**src/rtl/id_hazard_scoreboard_if.sv**
```systemverilog
// Decode-to-EX hazard unit bus: decoded instruction fields in, issue
// decision and registered EX control fields out.
interface id_hazard_scoreboard_if #(
  parameter int REG_ADDR_W  = 5,
  parameter int STALL_CNT_W = 16
);
  logic                   id_valid;
  logic [REG_ADDR_W-1:0]  id_rs;
  logic [REG_ADDR_W-1:0]  id_rt;
  logic                   id_uses_rs;
  logic                   id_uses_rt;
  logic [REG_ADDR_W-1:0]  id_rd;
  logic                   id_reg_write;
  logic                   id_mem_read;
  logic                   id_branch;
  logic                   flush;
  logic                   ex_ready;
  logic                   id_ready;
  logic                   stall;
  logic                   ex_valid;
  logic [REG_ADDR_W-1:0]  ex_rd;
  logic                   ex_reg_write;
  logic                   ex_mem_read;
  logic [STALL_CNT_W-1:0] stall_count;

  // Decode stage side: presents the instruction, observes the decision.
  modport master (
    output id_valid, id_rs, id_rt, id_uses_rs, id_uses_rt, id_rd,
           id_reg_write, id_mem_read, id_branch, flush, ex_ready,
    input  id_ready, stall, ex_valid, ex_rd, ex_reg_write, ex_mem_read,
           stall_count
  );

  // Hazard unit side.
  modport slave (
    input  id_valid, id_rs, id_rt, id_uses_rs, id_uses_rt, id_rd,
           id_reg_write, id_mem_read, id_branch, flush, ex_ready,
    output id_ready, stall, ex_valid, ex_rd, ex_reg_write, ex_mem_read,
           stall_count
  );
endinterface

```
**src/rtl/id_hazard_scoreboard.sv**
```systemverilog
// Decode-stage hazard unit built on a per-register scoreboard of pending
// writes. Each register holds the number of cycles until its value can be
// forwarded; sources are compared against that count to decide
// issue / stall / bubble, and the issued control fields are registered for EX.
module id_hazard_scoreboard #(
  parameter int REG_ADDR_W  = 5,
  parameter int LOAD_LAT    = 1,
  parameter int STALL_CNT_W = 16
) (
  input  logic                  clk,
  input  logic                  rst_n,
  id_hazard_scoreboard_if.slave bus
);
  localparam int NREGS = 2 ** REG_ADDR_W;
  localparam int CNT_W = $clog2(LOAD_LAT + 2);

  localparam logic [CNT_W-1:0]       CNT_ZERO = {CNT_W{1'b0}};
  localparam logic [CNT_W-1:0]       CNT_ONE  = {{(CNT_W-1){1'b0}}, 1'b1};
  localparam logic [CNT_W-1:0]       LOAD_SET = CNT_W'(LOAD_LAT + 1);
  localparam logic [REG_ADDR_W-1:0]  REG_ZERO = {REG_ADDR_W{1'b0}};
  localparam logic [STALL_CNT_W-1:0] STALL_MAX = {STALL_CNT_W{1'b1}};

  logic [CNT_W-1:0]       sb_s [NREGS];
  logic [CNT_W-1:0]       rs_cnt_s;
  logic [CNT_W-1:0]       rt_cnt_s;
  logic                   rs_haz_s;
  logic                   rt_haz_s;
  logic                   hazard_s;
  logic                   stall_s;
  logic                   issue_s;
  logic                   set_s;
  logic [CNT_W-1:0]       set_val_s;

  logic                   ex_valid_r;
  logic [REG_ADDR_W-1:0]  ex_rd_r;
  logic                   ex_reg_write_r;
  logic                   ex_mem_read_r;
  logic [STALL_CNT_W-1:0] stall_count_r;

  // Source hazard detection against the pre-update scoreboard. A branch
  // consumes its sources in ID, so it needs the count fully drained; other
  // instructions can take the value through forwarding once it reaches 1.
  always_comb begin
    rs_cnt_s  = sb_s[bus.id_rs];
    rt_cnt_s  = sb_s[bus.id_rt];
    rs_haz_s  = 1'b0;
    rt_haz_s  = 1'b0;
    if (bus.id_branch) begin
      rs_haz_s = bus.id_uses_rs && (bus.id_rs != REG_ZERO) && (rs_cnt_s > CNT_ZERO);
      rt_haz_s = bus.id_uses_rt && (bus.id_rt != REG_ZERO) && (rt_cnt_s > CNT_ZERO);
    end else begin
      rs_haz_s = bus.id_uses_rs && (bus.id_rs != REG_ZERO) && (rs_cnt_s > CNT_ONE);
      rt_haz_s = bus.id_uses_rt && (bus.id_rt != REG_ZERO) && (rt_cnt_s > CNT_ONE);
    end
    hazard_s  = rs_haz_s || rt_haz_s;
    // Flush kills the instruction, so it can neither stall nor issue.
    stall_s   = bus.id_valid && !bus.flush && hazard_s;
    issue_s   = bus.id_valid && bus.ex_ready && !bus.flush && !hazard_s;
    set_s     = issue_s && bus.id_reg_write && (bus.id_rd != REG_ZERO);
    set_val_s = bus.id_mem_read ? LOAD_SET : CNT_ONE;
  end

  assign bus.stall        = stall_s;
  assign bus.id_ready     = bus.ex_ready && !stall_s;
  assign bus.ex_valid     = ex_valid_r;
  assign bus.ex_rd        = ex_rd_r;
  assign bus.ex_reg_write = ex_reg_write_r;
  assign bus.ex_mem_read  = ex_mem_read_r;
  assign bus.stall_count  = stall_count_r;

  // One pending-write counter per register; register 0 is hard-wired to zero.
  for (genvar gi = 0; gi < NREGS; gi++) begin : g_sb
    if (gi == 0) begin : g_zero
      assign sb_s[gi] = CNT_ZERO;
    end else begin : g_cnt
      logic [CNT_W-1:0] cnt_r;

      // Set on an issued write (overrides any pending value), else count down.
      always_ff @(posedge clk or negedge rst_n) begin
        if (!rst_n) begin
          cnt_r <= CNT_ZERO;
        end else if (bus.ex_ready) begin
          if (set_s && (bus.id_rd == REG_ADDR_W'(gi))) begin
            cnt_r <= set_val_s;
          end else if (cnt_r != CNT_ZERO) begin
            cnt_r <= cnt_r - CNT_ONE;
          end else begin
            cnt_r <= cnt_r;
          end
        end else begin
          cnt_r <= cnt_r;
        end
      end

      assign sb_s[gi] = cnt_r;
    end
  end

  // ID/EX control register: issued fields or a bubble; frozen while EX is busy.
  always_ff @(posedge clk or negedge rst_n) begin
    if (!rst_n) begin
      ex_valid_r     <= 1'b0;
      ex_rd_r        <= REG_ZERO;
      ex_reg_write_r <= 1'b0;
      ex_mem_read_r  <= 1'b0;
    end else if (bus.ex_ready) begin
      if (issue_s) begin
        ex_valid_r     <= 1'b1;
        ex_rd_r        <= bus.id_rd;
        ex_reg_write_r <= bus.id_reg_write;
        ex_mem_read_r  <= bus.id_mem_read;
      end else begin
        ex_valid_r     <= 1'b0;
        ex_rd_r        <= REG_ZERO;
        ex_reg_write_r <= 1'b0;
        ex_mem_read_r  <= 1'b0;
      end
    end else begin
      ex_valid_r     <= ex_valid_r;
      ex_rd_r        <= ex_rd_r;
      ex_reg_write_r <= ex_reg_write_r;
      ex_mem_read_r  <= ex_mem_read_r;
    end
  end

  // Saturating count of cycles spent stalled while the pipeline advances.
  always_ff @(posedge clk or negedge rst_n) begin
    if (!rst_n) begin
      stall_count_r <= {STALL_CNT_W{1'b0}};
    end else if (bus.ex_ready && stall_s && (stall_count_r != STALL_MAX)) begin
      stall_count_r <= stall_count_r + {{(STALL_CNT_W-1){1'b0}}, 1'b1};
    end else begin
      stall_count_r <= stall_count_r;
    end
  end
endmodule

```
**src/flat_wrapper.sv**
```systemverilog
// flat-port wrapper written by rule: the top's interface ports become plain ports
module id_hazard_scoreboard_flat 
#(
  parameter int REG_ADDR_W  = 5,
  parameter int LOAD_LAT    = 1,
  parameter int STALL_CNT_W = 16
)
  (clk, rst_n, bus_id_valid, bus_id_rs, bus_id_rt, bus_id_uses_rs, bus_id_uses_rt, bus_id_rd, bus_id_reg_write, bus_id_mem_read, bus_id_branch, bus_flush, bus_ex_ready, bus_id_ready, bus_stall, bus_ex_valid, bus_ex_rd, bus_ex_reg_write, bus_ex_mem_read, bus_stall_count);
  id_hazard_scoreboard_if #(.REG_ADDR_W(REG_ADDR_W), .STALL_CNT_W(STALL_CNT_W)) bus_i ();
  input  logic clk;
  input  logic rst_n;
  input wire logic [$bits(bus_i.id_valid)-1:0] bus_id_valid;
  input wire logic [$bits(bus_i.id_rs)-1:0] bus_id_rs;
  input wire logic [$bits(bus_i.id_rt)-1:0] bus_id_rt;
  input wire logic [$bits(bus_i.id_uses_rs)-1:0] bus_id_uses_rs;
  input wire logic [$bits(bus_i.id_uses_rt)-1:0] bus_id_uses_rt;
  input wire logic [$bits(bus_i.id_rd)-1:0] bus_id_rd;
  input wire logic [$bits(bus_i.id_reg_write)-1:0] bus_id_reg_write;
  input wire logic [$bits(bus_i.id_mem_read)-1:0] bus_id_mem_read;
  input wire logic [$bits(bus_i.id_branch)-1:0] bus_id_branch;
  input wire logic [$bits(bus_i.flush)-1:0] bus_flush;
  input wire logic [$bits(bus_i.ex_ready)-1:0] bus_ex_ready;
  output wire logic [$bits(bus_i.id_ready)-1:0] bus_id_ready;
  output wire logic [$bits(bus_i.stall)-1:0] bus_stall;
  output wire logic [$bits(bus_i.ex_valid)-1:0] bus_ex_valid;
  output wire logic [$bits(bus_i.ex_rd)-1:0] bus_ex_rd;
  output wire logic [$bits(bus_i.ex_reg_write)-1:0] bus_ex_reg_write;
  output wire logic [$bits(bus_i.ex_mem_read)-1:0] bus_ex_mem_read;
  output wire logic [$bits(bus_i.stall_count)-1:0] bus_stall_count;
  assign bus_i.id_valid = bus_id_valid;
  assign bus_i.id_rs = bus_id_rs;
  assign bus_i.id_rt = bus_id_rt;
  assign bus_i.id_uses_rs = bus_id_uses_rs;
  assign bus_i.id_uses_rt = bus_id_uses_rt;
  assign bus_i.id_rd = bus_id_rd;
  assign bus_i.id_reg_write = bus_id_reg_write;
  assign bus_i.id_mem_read = bus_id_mem_read;
  assign bus_i.id_branch = bus_id_branch;
  assign bus_i.flush = bus_flush;
  assign bus_i.ex_ready = bus_ex_ready;
  assign bus_id_ready = bus_i.id_ready;
  assign bus_stall = bus_i.stall;
  assign bus_ex_valid = bus_i.ex_valid;
  assign bus_ex_rd = bus_i.ex_rd;
  assign bus_ex_reg_write = bus_i.ex_reg_write;
  assign bus_ex_mem_read = bus_i.ex_mem_read;
  assign bus_stall_count = bus_i.stall_count;
  id_hazard_scoreboard #(.REG_ADDR_W(REG_ADDR_W), .LOAD_LAT(LOAD_LAT), .STALL_CNT_W(STALL_CNT_W)) u_core (.clk(clk), .rst_n(rst_n), .bus(bus_i));
endmodule
```
**config.mk**
```make
export PLATFORM = sky130hd
export DESIGN_NAME = id_hazard_scoreboard_flat
export DESIGN_NICKNAME = d
export VERILOG_FILES = /design/src/rtl/id_hazard_scoreboard_if.sv /design/src/rtl/id_hazard_scoreboard.sv /design/src/flat_wrapper.sv
export SDC_FILE = /design/constraint.sdc
export NUM_CORES = 1
export LEC_CHECK = 0
export BUFFER_PORTS_ARGS = -buffer_cell sky130_fd_sc_hd__buf_2
export CAP_MARGIN = 40
export CORE_MARGIN = 8
export CORE_UTILIZATION = 50
export CTS_CLUSTER_DIAMETER = 60
export CTS_CLUSTER_SIZE = 25
export DETAILED_ROUTE_END_ITERATION = 16
export GPL_ROUTABILITY_DRIVEN = 0
export PLACE_DENSITY = 0.8
export SLEW_MARGIN = 20
export SYNTH_ARGS = -nofsm -noshare
export SYNTH_HDL_FRONTEND = slang
export SYNTH_SLANG_ARGS = --single-unit
```
**constraint.sdc**
```tcl
create_clock -name clk -period 3.6 [get_ports clk]
set_clock_uncertainty 0.05 [all_clocks]
set_input_delay 0.54 -clock clk [delete_from_list [all_inputs] [get_ports clk]]
set_output_delay 0.54 -clock clk [all_outputs]
set_load 0.005 [all_outputs]
```
==> results.toml <==
[drt]
via_per_inst = 6.38
firstDrtPassIters = 6
wl_per_cell_um = 18.9
wirelength_um = 18400
vias = 6228
ant_nets = 0
drtIter0Drc = 693
post-route-drc-count = 0

[die]
pin_count = 51
start_util_pct = 50.3
coreArea_sq_mm = 0.0137
die_h_um = 133
die_w_um = 133
rows = 43
dieArea_sq_mm = 0.0178

[synth]
ys_types = 52
yosysWarnings = 0
synth-simple-area-share_pct = 24.4
synthArstFlopShare_pct = 100
netlist.top_cell.by_area = "dfrtp_1"
synth_cells = 762
syn_area_per_cell_sq_um = 9.02
ys.flop_type = "dfrtp_1"
ys_seq_area_share_pct = 31.3
ys_ff_latch = 86
synth_fa_ha_area_share_pct = 5.83
synth.area.mux_share_pct = 11.2
synth_compound_area_share_pct = 18.0
synth_edf_count = 0
syn-num-nets = 819
synth.top_cells.by_area = "dfrtp_1 31%, o221ai_1 6.0%, ha_1 5.8%"
synth_xor_area_share_pct = 1.78
synth_top_family_by_area = "simple AND/OR/NAND/NOR gates"
synth_top_area_share_pct = 31.3
syn_area_sq_mm = 0.00687

[power]
comb_power_share_pct = 46.8
ir_drop_mv = 0.348
total_leakage_power_nw = 3.35
p_sw_mw = 2.27
p_sw_share_pct = 40.6
clkPwrFrac_pct = 19.0
internal_power_mw = 3.32
power_frac_seq_pct = 34.2
p_per_area_mw_per_mm2 = 739

[timing]
worstMarginPinSlew_ns = 0.784
hold_viol = 0
grt_setup_unrepaired = "no"
clock.fmax_ghz = 0.289
fin_crit_sh_pct = 96.0
final_max_slew_viol_count = 0
setup_violations = 0
period_needed_ns = 3.46
maxSlewHeadroom_pct = 47.6
finalSetupTns_ns = 0

[global_routing]
grt_pass1_vias = 5987
grt_max_degree = 87
antenna_found_initial = 0
grt_pass1_wl_um = 30400
grt_overflow = 0
grt_use_total_pct = 20.9

[critical_path]
start_kind = "register"
crit_arrival_ns = 2.87
cp_max_fo = 5
critPathCaptureType = "output port"
path_class = "reg -> out"
worst-r2r-setup-slack_ns = 0.40
r2r-end = "u_core.g_sb[19].g_cnt.cnt_r[1]"
ff2ff_path_depth = 8
crit_required_ns = 3.01
r2r-start = "u_core.g_sb[21].g_cnt.cnt_r[1]"

[cts]
clk_pin_slew_ns = 0.07
cts-root-buf = "clkbuf_16"
hold_buffers = 0
post_cts_buffers = 0
cts_sinks = 86
cts_made_buffers = 9
post_cts_resize_count = 0
clk_path_buf_depth = 2
clock_latency_ns = 0.35
htreeDepth = 3
cts_tree = "done"

[finish]
fillerInstances = 1212
final_layout_size_suffix_gt1_share_pct = 16.0
stdcell_area_sq_mm = 0.00757
final_net_count = 848
syn_to_final_growth_pct = 10.2
antenna-diode-count = 0

[status]
outcome = "complete, no violations"

[place]
io_buffer_count = 50
dp_hpwl_um = 13100
placed_area_sq_mm = 0.00724

[worst_hold_path]
hold_path.class = "in -> async"

[run]
max-cap-violations = 0
per-layer routing:
metal	track usage (%)	share of wire, %	up-vias
met4	10.2	3.2	0
met5	0	0	-
met3	3.01	7.5	53
met2	32.2	46	283
li1	-	-	2881
met1	28.2	43	3011
Yosys cell counts, types with 2 or more instances:
cell / n
nand4b_1: 2
nand3_1: 10
o221ai_1: 47
inv_1: 70
nor2_1: 51
o22ai_1: 41
nand4_1: 15
and2_1: 55
mux2i_1: 32
o32ai_1: 18
or2_2: 19
nor3_1: 21
or2_1: 14
xnor2_1: 13
nand2_1: 35
a211o_1: 8
a2bb2oi_1: 6
o211ai_1: 14
nor2b_1: 4
clkbuf_1: 28
buf_6: 8
dfrtp_1: 86
o21a_1: 2
o21ai_0: 4
buf_2: 6
mux4_2: 17
a22o_1: 7
and3_1: 10
mux2_2: 6
buf_4: 2
ha_1: 32
or4_1: 2
nor3b_1: 2
o311a_1: 2
nand2b_1: 27
or3_1: 30
area by class of cell:
class                           count  area, sq um  area share [%]
Timing Repair Buffer               63          375            4.96
Inverter                           71          267            3.52
Clock inverter                      6         93.8            1.24
Clock buffer                       10          239            3.16
Tap cell                          180          225            2.97
Multi-Input combinational cell    560         4220            55.7
Sequential cell                    86         2150            28.4
placed cells by master (no fill, tap or decap), drive strengths merged, types with 7 or more instances in the layout:
cell	instances
dfrtp	86
inv	72
buf	63
and2	55
nor2	52
o221ai	47
o22ai	41
nand2	35
or2	33
mux2i	32
ha	32
or3	30
nand2b	27
nor3	21
o32ai	18
mux4	17
nand4	16
o211ai	14
xnor2	13
and3	11
nand3	10
clkbuf	10
a211o	8
a22o	7
power groups by stage:
stage                     Sequential, mW  Clock, mW  Combinational, mW
after floorplan                     1.69          0               2.16
final                               1.91       1.06               2.62
after global routing                1.96       1.11               2.96
after CTS                           1.88       1.07               2.60
after global placement              1.88          0               2.48
after detailed placement            1.89          0               2.58
worst max-delay path, stage by stage (launching register included):
cell and delay [ns]:
dfrtp_1 0.45, mux4_2 0.49, mux4_2 0.49, and3_4 0.21
a221oi_4 0.26, nand4_4 0.21, and2_1 0.20, nor2_1 0.08
buf_2 0.12
kinds of logic (layout without fill, tap and decap cells):
kind of cell / Yosys count / after routing
simple gates: 304 / 304
compound gates: 155 / 155
buf+inv: 116 / 150
flops: 86 / 86
mux: 55 / 55
fa+ha+maj: 32 / 32
xor+xnor: 14 / 14
registers in the layout, indices dropped and copies added, names as in the netlist:
name and count:
u_core.g_sb.g_cnt.cnt_r 62, u_core.bus.stall_count 16, u_core.bus.ex_rd 5, u_core.bus.ex_mem_read 1, u_core.bus.ex_reg_write 1, u_core.bus.ex_valid 1
worst max-delay path by stage:
stage                                         from                        endpoint  slack, ns  cells after the start
floorplan                             bus_id_rt[0]                    bus_id_ready       0.22                     10
global placement                      bus_id_rt[0]  u_core.g_sb[23].g_cnt.cnt_r[1]       0.21                      9
detailed placement                    bus_id_rt[0]  u_core.g_sb[19].g_cnt.cnt_r[1]       0.13                      9
CTS                 u_core.g_sb[21].g_cnt.cnt_r[1]                    bus_id_ready       0.16                      8
global route        u_core.g_sb[21].g_cnt.cnt_r[1]                    bus_id_ready       0.09                      8
finish              u_core.g_sb[21].g_cnt.cnt_r[1]                    bus_id_ready       0.14                      8
stage by stage:
step	hold slack [ns]	instances	setup WS [ns]	util, %	total power [mW]
detailed placement	0.414	960	0.130	53.0	4.47
CTS	0.196	976	0.161	55.4	5.55
global placement	0.407	960	0.211	53.0	4.36
floorplan	0.194	762	0.216	-	3.84
finish	0.111	976	0.145	55.4	5.59
global route	0.190	976	0.0922	55.4	6.03
Power figures use the tool's default switching activity.
